<file path="src/rtl/hazard_forward_ctrl_if.sv">
// Pipeline-side bundle for the forwarding / load-use hazard controller.
//   master : pipeline control (drives register specifiers and control bits, reads selects/stalls)
//   slave  : hazard_forward_ctrl
// Signals: ID / EX / MEM / WB register specifiers and write/read enables, flush,
//          forwarding selects fwd_a/fwd_b/fwd_c, stall_pc/stall_ifid/bubble_idex,
//          stall_cycles performance counter.
interface hazard_forward_ctrl_if #(
    parameter int unsigned REG_ADDR_W = 5,
    parameter int unsigned CNT_W      = 16
);
    logic [REG_ADDR_W-1:0] id_rs;
    logic [REG_ADDR_W-1:0] id_rt;
    logic                  id_uses_rt;
    logic [REG_ADDR_W-1:0] id_ex_rs;
    logic [REG_ADDR_W-1:0] id_ex_rt;
    logic [REG_ADDR_W-1:0] id_ex_rd;
    logic                  id_ex_memread;
    logic [REG_ADDR_W-1:0] ex_mem_rd;
    logic [REG_ADDR_W-1:0] ex_mem_rt;
    logic                  ex_mem_regwrite;
    logic                  ex_mem_memwrite;
    logic [REG_ADDR_W-1:0] mem_wb_rd;
    logic                  mem_wb_regwrite;
    logic                  flush;

    logic [1:0]            fwd_a;
    logic [1:0]            fwd_b;
    logic                  fwd_c;
    logic                  stall_pc;
    logic                  stall_ifid;
    logic                  bubble_idex;
    logic [CNT_W-1:0]      stall_cycles;

    modport master (
        output id_rs, id_rt, id_uses_rt, id_ex_rs, id_ex_rt, id_ex_rd, id_ex_memread,
               ex_mem_rd, ex_mem_rt, ex_mem_regwrite, ex_mem_memwrite,
               mem_wb_rd, mem_wb_regwrite, flush,
        input  fwd_a, fwd_b, fwd_c, stall_pc, stall_ifid, bubble_idex, stall_cycles
    );

    modport slave (
        input  id_rs, id_rt, id_uses_rt, id_ex_rs, id_ex_rt, id_ex_rd, id_ex_memread,
               ex_mem_rd, ex_mem_rt, ex_mem_regwrite, ex_mem_memwrite,
               mem_wb_rd, mem_wb_regwrite, flush,
        output fwd_a, fwd_b, fwd_c, stall_pc, stall_ifid, bubble_idex, stall_cycles
    );
endinterface

</file>
<file path="src/rtl/hazard_forward_ctrl.sv">
// Forwarding and load-use hazard controller for the 5-stage pipeline.
// Ports:
//   clk     : pipeline clock, rising edge
//   reset_n : asynchronous active-low reset; also gates every output to 0 while low
//   bus     : hazard_forward_ctrl_if.slave (specifiers in, forwarding selects / stalls / counter out)
// Forwarding selects and the IDLE-state stall are combinational so the pipeline can
// react in the same cycle; a load-use hazard holds the stall for LOAD_LAT cycles.
module hazard_forward_ctrl #(
    parameter int unsigned REG_ADDR_W = 5,
    parameter int unsigned LOAD_LAT   = 1,
    parameter int unsigned CNT_W      = 16
) (
    input  logic                  clk,
    input  logic                  reset_n,
    hazard_forward_ctrl_if.slave  bus
);
    localparam int unsigned CNT_BITS = 3;
    localparam logic [CNT_BITS-1:0] CNT_INIT =
        (LOAD_LAT > 1) ? CNT_BITS'(LOAD_LAT - 2) : '0;
    localparam logic [1:0] SEL_RF  = 2'b00;
    localparam logic [1:0] SEL_MEM = 2'b10;
    localparam logic [1:0] SEL_WB  = 2'b01;

    typedef enum logic {IDLE, STALL} state_t;

    state_t              state_q, state_d;
    logic [CNT_BITS-1:0] cnt_q, cnt_d;
    logic                stall_c;
    logic                hz;
    logic [1:0]          fwd_a_c, fwd_b_c;
    logic                fwd_c_c;
    logic                stall_g;
    logic [CNT_W-1:0]    stall_cycles_q;

    // Operand forwarding: EX/MEM result is newer, so it wins over MEM/WB.
    always_comb begin
        fwd_a_c = SEL_RF;
        fwd_b_c = SEL_RF;
        if (bus.ex_mem_regwrite && bus.ex_mem_rd != '0 && bus.ex_mem_rd == bus.id_ex_rs)
            fwd_a_c = SEL_MEM;
        else if (bus.mem_wb_regwrite && bus.mem_wb_rd != '0 && bus.mem_wb_rd == bus.id_ex_rs)
            fwd_a_c = SEL_WB;
        if (bus.ex_mem_regwrite && bus.ex_mem_rd != '0 && bus.ex_mem_rd == bus.id_ex_rt)
            fwd_b_c = SEL_MEM;
        else if (bus.mem_wb_regwrite && bus.mem_wb_rd != '0 && bus.mem_wb_rd == bus.id_ex_rt)
            fwd_b_c = SEL_WB;
    end

    // Store data in MEM taken from the value being written back.
    assign fwd_c_c = bus.ex_mem_memwrite && bus.mem_wb_regwrite &&
                     bus.mem_wb_rd != '0 && bus.mem_wb_rd == bus.ex_mem_rt;

    // Load in EX whose destination is read by the instruction in ID.
    assign hz = bus.id_ex_memread && bus.id_ex_rd != '0 &&
                (bus.id_ex_rd == bus.id_rs || (bus.id_uses_rt && bus.id_ex_rd == bus.id_rt));

    // State register.
    always_ff @(posedge clk or negedge reset_n) begin
        if (!reset_n) begin
            state_q <= IDLE;
            cnt_q   <= '0;
        end else begin
            state_q <= state_d;
            cnt_q   <= cnt_d;
        end
    end

    // Next-state and stall decode; cnt counts the remaining STALL cycles after the current one.
    always_comb begin
        state_d = state_q;
        cnt_d   = cnt_q;
        stall_c = 1'b0;
        unique case (state_q)
            IDLE: begin
                if (hz && !bus.flush) begin
                    stall_c = 1'b1;
                    if (LOAD_LAT > 1) begin
                        state_d = STALL;
                        cnt_d   = CNT_INIT;
                    end
                end
            end
            STALL: begin
                if (bus.flush) begin
                    state_d = IDLE;
                end else begin
                    stall_c = 1'b1;
                    if (cnt_q == '0) state_d = IDLE;
                    else             cnt_d   = cnt_q - CNT_BITS'(1);
                end
            end
            default: state_d = IDLE;
        endcase
    end

    assign stall_g = stall_c & reset_n;

    // Saturating performance counter of stalled cycles.
    always_ff @(posedge clk or negedge reset_n) begin
        if (!reset_n)
            stall_cycles_q <= '0;
        else if (stall_g && stall_cycles_q != '1)
            stall_cycles_q <= stall_cycles_q + CNT_W'(1);
    end

    assign bus.fwd_a        = reset_n ? fwd_a_c : SEL_RF;
    assign bus.fwd_b        = reset_n ? fwd_b_c : SEL_RF;
    assign bus.fwd_c        = fwd_c_c & reset_n;
    assign bus.stall_pc     = stall_g;
    assign bus.stall_ifid   = stall_g;
    assign bus.bubble_idex  = stall_g;
    assign bus.stall_cycles = stall_cycles_q;
endmodule

</file>
<file path="src/flat_wrapper.sv">
// flat-port wrapper written by rule: the top's interface ports become plain ports
module hazard_forward_ctrl_flat 
#(
    parameter int unsigned REG_ADDR_W = 5,
    parameter int unsigned LOAD_LAT   = 1,
    parameter int unsigned CNT_W      = 16
)
  (clk, reset_n, bus_id_rs, bus_id_rt, bus_id_uses_rt, bus_id_ex_rs, bus_id_ex_rt, bus_id_ex_rd, bus_id_ex_memread, bus_ex_mem_rd, bus_ex_mem_rt, bus_ex_mem_regwrite, bus_ex_mem_memwrite, bus_mem_wb_rd, bus_mem_wb_regwrite, bus_flush, bus_fwd_a, bus_fwd_b, bus_fwd_c, bus_stall_pc, bus_stall_ifid, bus_bubble_idex, bus_stall_cycles);
  hazard_forward_ctrl_if #(.REG_ADDR_W(REG_ADDR_W), .CNT_W(CNT_W)) bus_i ();
  input  logic clk;
  input  logic reset_n;
  input wire logic [$bits(bus_i.id_rs)-1:0] bus_id_rs;
  input wire logic [$bits(bus_i.id_rt)-1:0] bus_id_rt;
  input wire logic [$bits(bus_i.id_uses_rt)-1:0] bus_id_uses_rt;
  input wire logic [$bits(bus_i.id_ex_rs)-1:0] bus_id_ex_rs;
  input wire logic [$bits(bus_i.id_ex_rt)-1:0] bus_id_ex_rt;
  input wire logic [$bits(bus_i.id_ex_rd)-1:0] bus_id_ex_rd;
  input wire logic [$bits(bus_i.id_ex_memread)-1:0] bus_id_ex_memread;
  input wire logic [$bits(bus_i.ex_mem_rd)-1:0] bus_ex_mem_rd;
  input wire logic [$bits(bus_i.ex_mem_rt)-1:0] bus_ex_mem_rt;
  input wire logic [$bits(bus_i.ex_mem_regwrite)-1:0] bus_ex_mem_regwrite;
  input wire logic [$bits(bus_i.ex_mem_memwrite)-1:0] bus_ex_mem_memwrite;
  input wire logic [$bits(bus_i.mem_wb_rd)-1:0] bus_mem_wb_rd;
  input wire logic [$bits(bus_i.mem_wb_regwrite)-1:0] bus_mem_wb_regwrite;
  input wire logic [$bits(bus_i.flush)-1:0] bus_flush;
  output wire logic [$bits(bus_i.fwd_a)-1:0] bus_fwd_a;
  output wire logic [$bits(bus_i.fwd_b)-1:0] bus_fwd_b;
  output wire logic [$bits(bus_i.fwd_c)-1:0] bus_fwd_c;
  output wire logic [$bits(bus_i.stall_pc)-1:0] bus_stall_pc;
  output wire logic [$bits(bus_i.stall_ifid)-1:0] bus_stall_ifid;
  output wire logic [$bits(bus_i.bubble_idex)-1:0] bus_bubble_idex;
  output wire logic [$bits(bus_i.stall_cycles)-1:0] bus_stall_cycles;
  assign bus_i.id_rs = bus_id_rs;
  assign bus_i.id_rt = bus_id_rt;
  assign bus_i.id_uses_rt = bus_id_uses_rt;
  assign bus_i.id_ex_rs = bus_id_ex_rs;
  assign bus_i.id_ex_rt = bus_id_ex_rt;
  assign bus_i.id_ex_rd = bus_id_ex_rd;
  assign bus_i.id_ex_memread = bus_id_ex_memread;
  assign bus_i.ex_mem_rd = bus_ex_mem_rd;
  assign bus_i.ex_mem_rt = bus_ex_mem_rt;
  assign bus_i.ex_mem_regwrite = bus_ex_mem_regwrite;
  assign bus_i.ex_mem_memwrite = bus_ex_mem_memwrite;
  assign bus_i.mem_wb_rd = bus_mem_wb_rd;
  assign bus_i.mem_wb_regwrite = bus_mem_wb_regwrite;
  assign bus_i.flush = bus_flush;
  assign bus_fwd_a = bus_i.fwd_a;
  assign bus_fwd_b = bus_i.fwd_b;
  assign bus_fwd_c = bus_i.fwd_c;
  assign bus_stall_pc = bus_i.stall_pc;
  assign bus_stall_ifid = bus_i.stall_ifid;
  assign bus_bubble_idex = bus_i.bubble_idex;
  assign bus_stall_cycles = bus_i.stall_cycles;
  hazard_forward_ctrl #(.REG_ADDR_W(REG_ADDR_W), .LOAD_LAT(LOAD_LAT), .CNT_W(CNT_W)) u_core (.clk(clk), .reset_n(reset_n), .bus(bus_i));
endmodule
</file>
<file path="config.mk">
export PLATFORM = sky130hd
export DESIGN_NAME = hazard_forward_ctrl_flat
export DESIGN_NICKNAME = d
export VERILOG_FILES = /design/src/rtl/hazard_forward_ctrl_if.sv /design/src/rtl/hazard_forward_ctrl.sv /design/src/flat_wrapper.sv
export SDC_FILE = /design/constraint.sdc
export NUM_CORES = 1
export LEC_CHECK = 0
export BUFFER_PORTS_ARGS = -buffer_cell sky130_fd_sc_hd__clkbuf_2
export CORE_AREA = 3 3 84 86
export CTS_BUF_LIST = sky130_fd_sc_hd__clkbuf_4 sky130_fd_sc_hd__clkbuf_8
export CTS_CLUSTER_SIZE = 24
export DETAILED_ROUTE_END_ITERATION = 8
export DIE_AREA = 0 0 87 89
export PLACE_DENSITY = 0.46
export SLEW_MARGIN = 10
export SYNTH_ARGS = -nofsm -noshare
export SYNTH_HDL_FRONTEND = slang
export SYNTH_SLANG_ARGS = --single-unit
</file>
<file path="constraint.sdc">
create_clock -name clk -period 2.92 [get_ports clk]
set_input_delay 0.73 -clock clk [delete_from_list [all_inputs] [get_ports clk]]
set_output_delay 0.73 -clock clk [all_outputs]
set_load 0.005 [all_outputs]
</file>
; ---- Word level (Yosys, flattened, before mapping)
; Cells that the tools add are included.
[classes]
reduce_logical = 21
muxes = 12
bitwise = 5
n_addsub = 2
eq_ne = 8
[op_table]
columns = cell, n
row1 = 5-bit equality test, 7
row2 = 16-bit by 1-bit adder with 16-bit output (second input constant), 1
row3 = 16-bit inequality test (second input constant), 1
row4 = 5-bit nonzero test, 3
row5 = 1-bit logical AND, 14
row6 = 2-bit two-way mux, 4
row7 = 1-bit two-way mux, 7
row8 = 3-bit logical NOT, 1
row9 = 1-bit NOT, 3
row10 = 3-bit AND reduction, 1
row11 = 3-bit by 1-bit subtractor with 3-bit output (second input constant), 1
row12 = 1-bit bitwise AND, 2
row13 = 1-bit one-hot mux with 2 select lines, 1
row14 = 1-bit logical NOT, 1
row15 = 1-bit logical OR, 1
[word_totals]
output_inout_bits = 24
wordCells = 51
reg_bits = 20
inputBits = 48

; ---- Logic depth before layout (Yosys ltp)
; Gate-level depths: netlist of the first run.
[depth]
depth_word = 9
depth_mapped = 7
depth_no_buf = 7

; ---- Worst setup path after synthesis of the first run
; OpenSTA, ideal clock, no wires.
[synth_timing]
kind = input to output
startpoint = in bus_id_ex_rd[0]
endpoint = out bus_stall_ifid
path_stages = 7
slack_ps = 206
n_path_buf = 2
required_time_ps = 2190
t_arrival_ps = 1984
cell_sequence = or4_1 o21ai_2 inv_2 a21oi_4 buf_6 nor2_1 buf_4
[synth_between]
elab_chain_cells = 8
elab_cells_between_ends = 11
classes_between = eq/ne: 2 / mux: 2 / bitwise: 1 / reduce/logical: 6
[synth_lines]
columns = item, line_no
row1 = "start, declared", flat_wrapper.sv:17  ; input wire logic [$bits(bus_i.id_ex_rd)-1:0] bus_id_ex_rd;
row2 = 5-bit equality test, hazard_forward_ctrl.sv:55  ; (bus.id_ex_rd == bus.id_rs || (bus.id_uses_rt && bus.id_ex_rd == bus.id_rt));
row3 = 1-bit logical AND, hazard_forward_ctrl.sv:55
row4 = 1-bit logical OR, hazard_forward_ctrl.sv:55
row5 = 1-bit logical AND (*), hazard_forward_ctrl.sv:54  ; assign hz = bus.id_ex_memread && bus.id_ex_rd != '0 &&
row6 = 1-bit logical AND (*), hazard_forward_ctrl.sv:75  ; if (hz && !bus.flush) begin
row7 = 1-bit two-way mux (*), hazard_forward_ctrl.sv:75
row8 = 1-bit one-hot mux with 2 select lines (*), hazard_forward_ctrl.sv:73  ; unique case (state_q)
row9 = 1-bit bitwise AND (*), hazard_forward_ctrl.sv:96  ; assign stall_g = stall_c & reset_n;
row10 = "end, declared", flat_wrapper.sv:30  ; output wire logic [$bits(bus_i.stall_ifid)-1:0] bus_stall_ifid;
; Every way passes the cells marked *; elsewhere a longest branch is shown, timed or not.

; ---- Worst setup path after layout of the first run
[layout_timing]
startpoint = in bus_mem_wb_rd[2]
endpoint = out bus_fwd_b[0]
[layout_between]
elab_chain_cells = 6
elab_cells_between_ends = 7
classes_between = eq/ne: 1 / mux: 3 / reduce/logical: 3
[layout_lines]
columns = item, line_no
row1 = "start, declared", flat_wrapper.sv:23  ; input wire logic [$bits(bus_i.mem_wb_rd)-1:0] bus_mem_wb_rd;
row2 = 5-bit nonzero test, hazard_forward_ctrl.sv:45  ; else if (bus.mem_wb_regwrite && bus.mem_wb_rd != '0 && bus.mem_wb_rd == bus.id_ex_rt)
row3 = 1-bit logical AND, hazard_forward_ctrl.sv:45
row4 = 1-bit logical AND (*), hazard_forward_ctrl.sv:45
row5 = 1-bit two-way mux (*), hazard_forward_ctrl.sv:45
row6 = 2-bit two-way mux (*), hazard_forward_ctrl.sv:43  ; if (bus.ex_mem_regwrite && bus.ex_mem_rd != '0 && bus.ex_mem_rd == bus.id_ex_rt)
row7 = 2-bit two-way mux (*), hazard_forward_ctrl.sv:107  ; assign bus.fwd_b = reset_n ? fwd_b_c : SEL_RF;
row8 = "end, declared", flat_wrapper.sv:27  ; output wire logic [$bits(bus_i.fwd_b)-1:0] bus_fwd_b;
; Marks and branches as above.

==> results.md, run 1 <==
* Quantity of hold-fixing buffers added after cts at 0
* Max stage delay cell, worst path: sky130_fd_sc_hd__or4_4
* Total clock buffers created by CTS at 3
* Longest Clk Path Bufs at 2
* Period Utilization, post-route at 0.9604
* Worst Max-Slew Pin Slew at ~0.64 ns
* Leakage power total at just over 1 nW
* Critical Path Start Type: primary input
* Port bufs at 71
* Total Power at around 0.65 mW
* Worst clock skew at between 0.004 and 0.005 ns
* Die extent in x at 87 um
* Upper clock frequency limit at between 300 and 400 MHz
* XOR/XNOR share of the synthesized area at 0.2914
* Relative max-transition margin at 0.5750
* Series of cell instances along the critical path: buf_4 > or4_1 > o211ai_1 > or4_4 > nor4_4 > buf_2
* Setup violations, final at 0
* Count of filler cells inserted in the layout at approximately 670
* Die Ht at ~89 um
* Clock network latency to the later pin of the worst-skew pair at roughly 0.26 ns
* Residual antenna-violating net count after detailed routing at 0
* Max-cap viol count at 0
* Global-route wire length before repair at approximately 6500 um
* Row count at 29
* Max-slew violation count at 0
* Count of flip-flops with a built-in enable after synthesis at 0
* Share of layout cells above drive strength 1 at 0.4359
* Combinational family with the most area after synthesis: XOR/XNOR gates
* Mean instance size in the synthesized netlist at roughly 9.9 sq um
* Total grt overflow at 0
* Asr flop ratio synth at 1.000
* RSZ-0062 raised after global routing: false
* Num ports at 72
* Post-synthesis share of cell area spent on full adders, half adders and majority gates at 0.02449
* Routed wire length at 3839 um
* GR Util All Layers at 0.1036
* Clock tree from TritonCTS: done
* Minimum clock period at 2.804 ns
* Maximum VDD drop at between 0.0001 and 0.00015 V
* CP Data Arrival Time at a little over 2 ns
* Buffer cell driving the clock tree root: sky130_fd_sc_hd__clkbuf_8
* Num Clock Sinks at 20
* Crit-path max cell delay at around 0.57 ns
* Number of nets in the synthesized netlist at 206
* Detailed placement HPWL at approximately 3300 um
* First-pass DRT Iterations at 4
* Post-synth design cell area at 1533 sq um
* CP Max Fanout at 4
* Layout Area Growth over Synthesis at 36.73%
* Critical Path Sink Type: output pin
* Crit Reg-Reg Startpoint: u_core.bus.stall_cycles[0]
* Crit path buffers/inverters at 2
* Endpoints failing hold at 0
* Worst path required time at between 2 and 2.5 ns
* Vias per cell at roughly 4.5
* Level count of the clock H-tree at 1
* Critical setup path kind: primary input to output pin
* Summed negative setup slack over all endpoints at 0 ns
* Status: finished, final reports clean
* Pwr Density at about 310 nW/um^2
* Register clock-pin slew on the reported worst setup and hold paths at about 0.080 ns
* Main flop type after synthesis: sky130_fd_sc_hd__dfrtp_1
* Number of global-route vias before repair at approximately 1,500
* Number of distinct library cells after synthesis at 37
* Last weighted congestion value of the routability-driven placer at 0.7912
* Total via count in the routed design at between 1,000 and 1,500
* Post-layout net count at around 290
* Sequential area share after synthesis at 0.3265
* Initial core utilization at 0.2414
* Core Box Area at between 6000 and 7000 sq um
* Simple-gate area share of the yosys netlist at 0.2629
* Multiplexer share of the synthesized area at 0.01633
* Largest net degree at the start of global routing at 25
* Worst setup path startpoint: bus_mem_wb_rd[2]
* First-iteration detailed-routing DRC count at 53
* Area enclosed by the die boundary at a little under 8000 sq um
* Count of state elements after synthesis at 20
* Delay-heaviest family, CP: simple AND/OR/NAND/NOR gates
* # DRC at 0
* Worst Hold Class: primary input to asynchronous set/reset pin
* Mean routed wirelength per cell at 12.34 um
* Post-synthesis cell count at between 150 and 200
* Number of diodes added for antenna fixing at 0
* Complex-gate fraction of the synthesized area at 0.05143
* Initial antenna violation count at 0
* Count of warnings emitted by yosys at 0
cell usage after synthesis, drive strengths merged (2+ instances only):
master,instances,area share
nor3,7,0.036
nand4,4,0.016
nor4,8,0.051
buf,3,0.017
a21oi,2,0.014
inv,4,0.0098
and3,2,0.0082
dfrtp,20,0.33
ha,3,0.024
nor4b,2,0.016
or4,5,0.024
xor2,28,0.16
o21ai,2,0.0090
nand2,13,0.032
xnor2,23,0.13
nor2,9,0.024
and2,2,0.0082
nor3b,2,0.013
nand3,8,0.026
cells by family after synthesis:
logic type / Yosys count
fa+ha+maj: 3
flops: 20
buf+inv: 7
compound gates: 8
xor+xnor: 51
simple gates: 64
mux: 2
repair_timing:
item                       in CTS  in global routing
setup buffers                   0                  1
resized for setup               0                 10
setup endpoints to repair       0                  2
routing by layer:
| metal | routed length (um) | global-route usage | vias to the layer above |
|---|---|---|---|
| met5 | 0 | 0 | - |
| met4 | 34 | 0.03399 | 0 |
| met3 | 288 | 0.01751 | 2 |
| met2 | 1891 | 0.1870 | 56 |
| met1 | 1625 | 0.1248 | 629 |
| li1 | - | - | 698 |
state kept, by name, indices dropped and copies added, names as in the netlist:
register	count
u_core.bus.stall_cycles	16
u_core.cnt_q	3
u_core.state_q	1
stage by stage:
step                hold WS [ns]  instances  setup slack, ns    util  area (sq um)
global route              0.5377        311         0.003973  0.3300          2096
floorplan                 0.4344        155           0.2058       -          1533
global placement          0.4802        306          0.01185  0.3155          2003
finish                    0.5101        311           0.1157  0.3300          2096
detailed placement        0.5042        306          0.01597  0.3155          2003
CTS                       0.5150        310         0.004022  0.3241          2058
where the power goes:
| group | internal, mW | leakage (nW) | switching (mW) |
|---|---|---|---|
| sequential | 0.284 | 0.268 | 0.0116 |
| combinational | 0.0754 | 0.726 | 0.0692 |
| clock | 0.120 | 0.0288 | 0.0917 |
final timing paths:
check	endpoint	slack [ns]	depth (start not counted)
setup / recovery	bus_fwd_b[0]	0.12	6
hold / removal	u_core.cnt_q[1]	0.51	2
setup reg to reg	u_core.bus.stall_cycles[1]	0.90	6
hold reg to reg	u_core.bus.stall_cycles[5]	0.51	1
max in group asynchronous	u_core.bus.stall_cycles[6]	2.17	2
min in group clk	u_core.bus.stall_cycles[5]	0.51	1
layout by cell type, fill, tap and decap left out, types with 2 or more instances in the layout:
cell type                   n
sky130_fd_sc_hd__nor2_1     8
sky130_fd_sc_hd__clkbuf_8   4
sky130_fd_sc_hd__or4_1      4
sky130_fd_sc_hd__clkbuf_2  67
sky130_fd_sc_hd__nand3_1    8
sky130_fd_sc_hd__xnor2_1   23
sky130_fd_sc_hd__nor4_2     3
sky130_fd_sc_hd__dfrtp_1   20
sky130_fd_sc_hd__xor2_1    28
sky130_fd_sc_hd__ha_1       3
sky130_fd_sc_hd__and3_1     2
sky130_fd_sc_hd__nand4_1    4
sky130_fd_sc_hd__nor4_1     3
sky130_fd_sc_hd__and2_1     2
sky130_fd_sc_hd__nor4_4     2
sky130_fd_sc_hd__inv_1      3
sky130_fd_sc_hd__nor3_1     3
sky130_fd_sc_hd__nor3_2     4
sky130_fd_sc_hd__buf_2      2
sky130_fd_sc_hd__buf_4      9
sky130_fd_sc_hd__nand2_1   13
area by class of cell:
class / instances / area [sq um] / area share
Inverter: 4 / 15.01 / 0.007164
Clock buffer: 4 / 55.05 / 0.02627
Tap cell: 77 / 96.34 / 0.04597
Timing Repair Buffer: 78 / 412.9 / 0.1970
Sequential cell: 20 / 500.5 / 0.2388
Multi-Input combinational cell: 128 / 1016 / 0.4848
Power figures use the tool's default switching activity.
==> run 2, diff against run 1 <==
Settings changed: PLACE_DENSITY 0.46 to 0.42.
==> run 2 against run 1 <==
Against the previous run: clock skew down 0.0011 ns; combinational power down 3%; first-iteration DRC count shrank 15%; non-clock buffer count down 1.
==> results.md, run 2 (synthesis gave the netlist of run 1 again) <==
* Post-layout net count at 285
* Critical Path Sink Type: output pin
* Area enclosed by the die boundary at ~7700 sq um
* Global-route wire length before repair at about 6400 um
* Die extent in x at 87 um
* Status: finished, final reports clean
* Quantity of hold-fixing buffers added after cts at 0
* Number of flip-flops under the largest register name at 16
* Share of layout cells above drive strength 1 at 0.4249
* Relative max-transition margin at 0.5743
* First-pass DRT Iterations at 4
* Initial antenna violation count at 0
* Endpoints failing hold at 0
* Level count of the clock H-tree at 1
* Longest Clk Path Bufs at 2
* Top library cells by usage in the layout, fill and taps aside: sky130_fd_sc_hd__clkbuf_2 (71), sky130_fd_sc_hd__xor2_1 (28), sky130_fd_sc_hd__xnor2_1 (23)
* Row count at 29
* Total via count in the routed design at approximately 1,300
* Leakage power total at 1.013 nW
* GR Util All Layers at 0.1026
* Detailed placement HPWL at 3219 um
* Summed negative setup slack over all endpoints at 0 ns
* Vias per cell at approximately 4.3
* CP Data Arrival Time at roughly 2.1 ns
* Most common library cell in the layout ignoring fill and taps: sky130_fd_sc_hd__clkbuf_2
* Maximum VDD drop at 0.0001429 V
* Clock tree from TritonCTS: done
* HP Start: u_core.bus.stall_cycles[14]
* Num Clock Sinks at 20
* Worst reg2reg path depth at 6
* Min Hold Slack at between 0.4 and 0.5 ns
* Max-cap viol count at 0
* Layout Area Growth over Synthesis at 34.69%
* Core Box Area at approximately 6300 sq um
* Number of global-route vias before repair at 1,412
* Max-slew violation count at 0
* Pwr Density at between 300 and 400 nW/um^2
* Minimum clock period at 2.815 ns
* Total grt overflow at 0
* Port bufs at just over 70
* Register clock-pin slew on the reported worst setup and hold paths at 0.07 ns
* First-iteration detailed-routing DRC count at 45
* Critical setup path kind: primary input to output pin
* Series of cell instances along the critical path: clkbuf_2 > or4_1 > o211ai_1 > or4_1 > nor4_2 > clkbuf_2
* RR Endpoint: u_core.bus.stall_cycles[1]
* Die Ht at 89 um
* Max stage delay cell, worst path: sky130_fd_sc_hd__or4_1
* Routed wire length at around 3800 um
* Buffer cell driving the clock tree root: sky130_fd_sc_hd__clkbuf_8
* Post-CTS Setup Inserts at 0
* Crit Reg-Reg Startpoint: u_core.bus.stall_cycles[0]
* Num ports at 72
* Number of diodes added for antenna fixing at 0
* CP Max Fanout at 4
* Critical Path Start Type: primary input
* Total Power at 0.6477 mW
* Clock network latency to the later pin of the worst-skew pair at around 0.26 ns
* Last weighted congestion value of the routability-driven placer at roughly 0.73
* Setup violations, final at 0
* Upper clock frequency limit at about 360 MHz
* Worst setup path startpoint: bus_mem_wb_rd[4]
* Setup slack, reg-to-reg at 0.87 ns
* Worst path required time at 2.19 ns
* Crit-path max cell delay at 0.56 ns
* End of the worst hold path: u_core.bus.stall_cycles[14]
* Largest net degree at the start of global routing at 25
* # DRC at 0
* Cell depth of the worst hold path at 1
* Worst Hold Class: register to register
* RSZ-0062 raised after global routing: false
* Period Utilization, post-route at 0.9642
* Worst Max-Slew Pin Slew at roughly 0.64 ns
* Worst clock skew at 0.003285 ns
* Total clock buffers created by CTS at 3
* Residual antenna-violating net count after detailed routing at 0
* Mean routed wirelength per cell at around 12 um
* Initial core utilization at 0.2414
* Count of filler cells inserted in the layout at about 640
-- run 2: cell types whose count changed in the layout (fill, tap and decap cells not counted) --
cell,before,now
sky130_fd_sc_hd__clkbuf_2,67,71
sky130_fd_sc_hd__buf_4,9,6
sky130_fd_sc_hd__buf_2,2,0
sky130_fd_sc_hd__nor4_1,3,4
sky130_fd_sc_hd__nor4_4,2,1
sky130_fd_sc_hd__o21ai_0,1,0
sky130_fd_sc_hd__o21ai_1,0,1
sky130_fd_sc_hd__or4_1,4,5
sky130_fd_sc_hd__or4_4,1,0
-- run 2: worst max-delay path, delay by kind of cell --
family	cells	cell delay (ns)
buffers and inverters	2	0.28
AO/OA/AOI/OAI	1	0.11
AND/OR/NAND/NOR	3	0.96
-- run 2: final cells by class --
cell class / instances / area, sq um / share of cell area
Multi-Input combinational cell: 128 / 997.2 / 0.4830
Sequential cell: 20 / 500.5 / 0.2424
Timing Repair Buffer: 77 / 400.4 / 0.1939
Tap cell: 77 / 96.34 / 0.04667
Clock buffer: 4 / 55.05 / 0.02667
Inverter: 4 / 15.01 / 0.007273
-- run 2: routing by layer --
layer  GRT usage  vias to the layer above  part of all wire
met1      0.1279                      586              0.44
met4     0.03258                        0             0.012
li1            -                      697                 -
met5           0                        -                 0
met3     0.01935                        4             0.085
met2      0.1787                       59              0.46
-- run 2: through the flow --
step	util	area, sq um	cells	setup slack (ns)
final	0.3251	2064	310	0.1046
after global placement	0.3155	2003	306	0.01253
after floorplan	-	1533	155	0.2058
after CTS	0.3241	2058	310	0.008589
after detailed placement	0.3155	2003	306	0.02264
after global routing	0.3251	2064	310	0.009072
-- run 2: power by group --
part           internal, mW  switching [mW]  leakage (nW)
clock network         0.120          0.0924        0.0288
logic                0.0729          0.0669         0.716
registers             0.284          0.0117         0.268
-- run 2: worst max path at each step --
stage	slack, ns	depth (start not counted)	end
floorplan	0.21	7	bus_stall_ifid
global placement	0.01	6	bus_fwd_b[0]
detailed placement	0.02	6	bus_fwd_b[0]
CTS	0.009	6	bus_fwd_b[0]
global route	0.009	6	bus_fwd_b[0]
finish	0.10	6	bus_fwd_a[0]
-- run 2: timing repair --
item,4_1_cts,5_1_grt
hold endpoints to repair,0,0
setup endpoints to repair,0,2
resized for setup,0,2
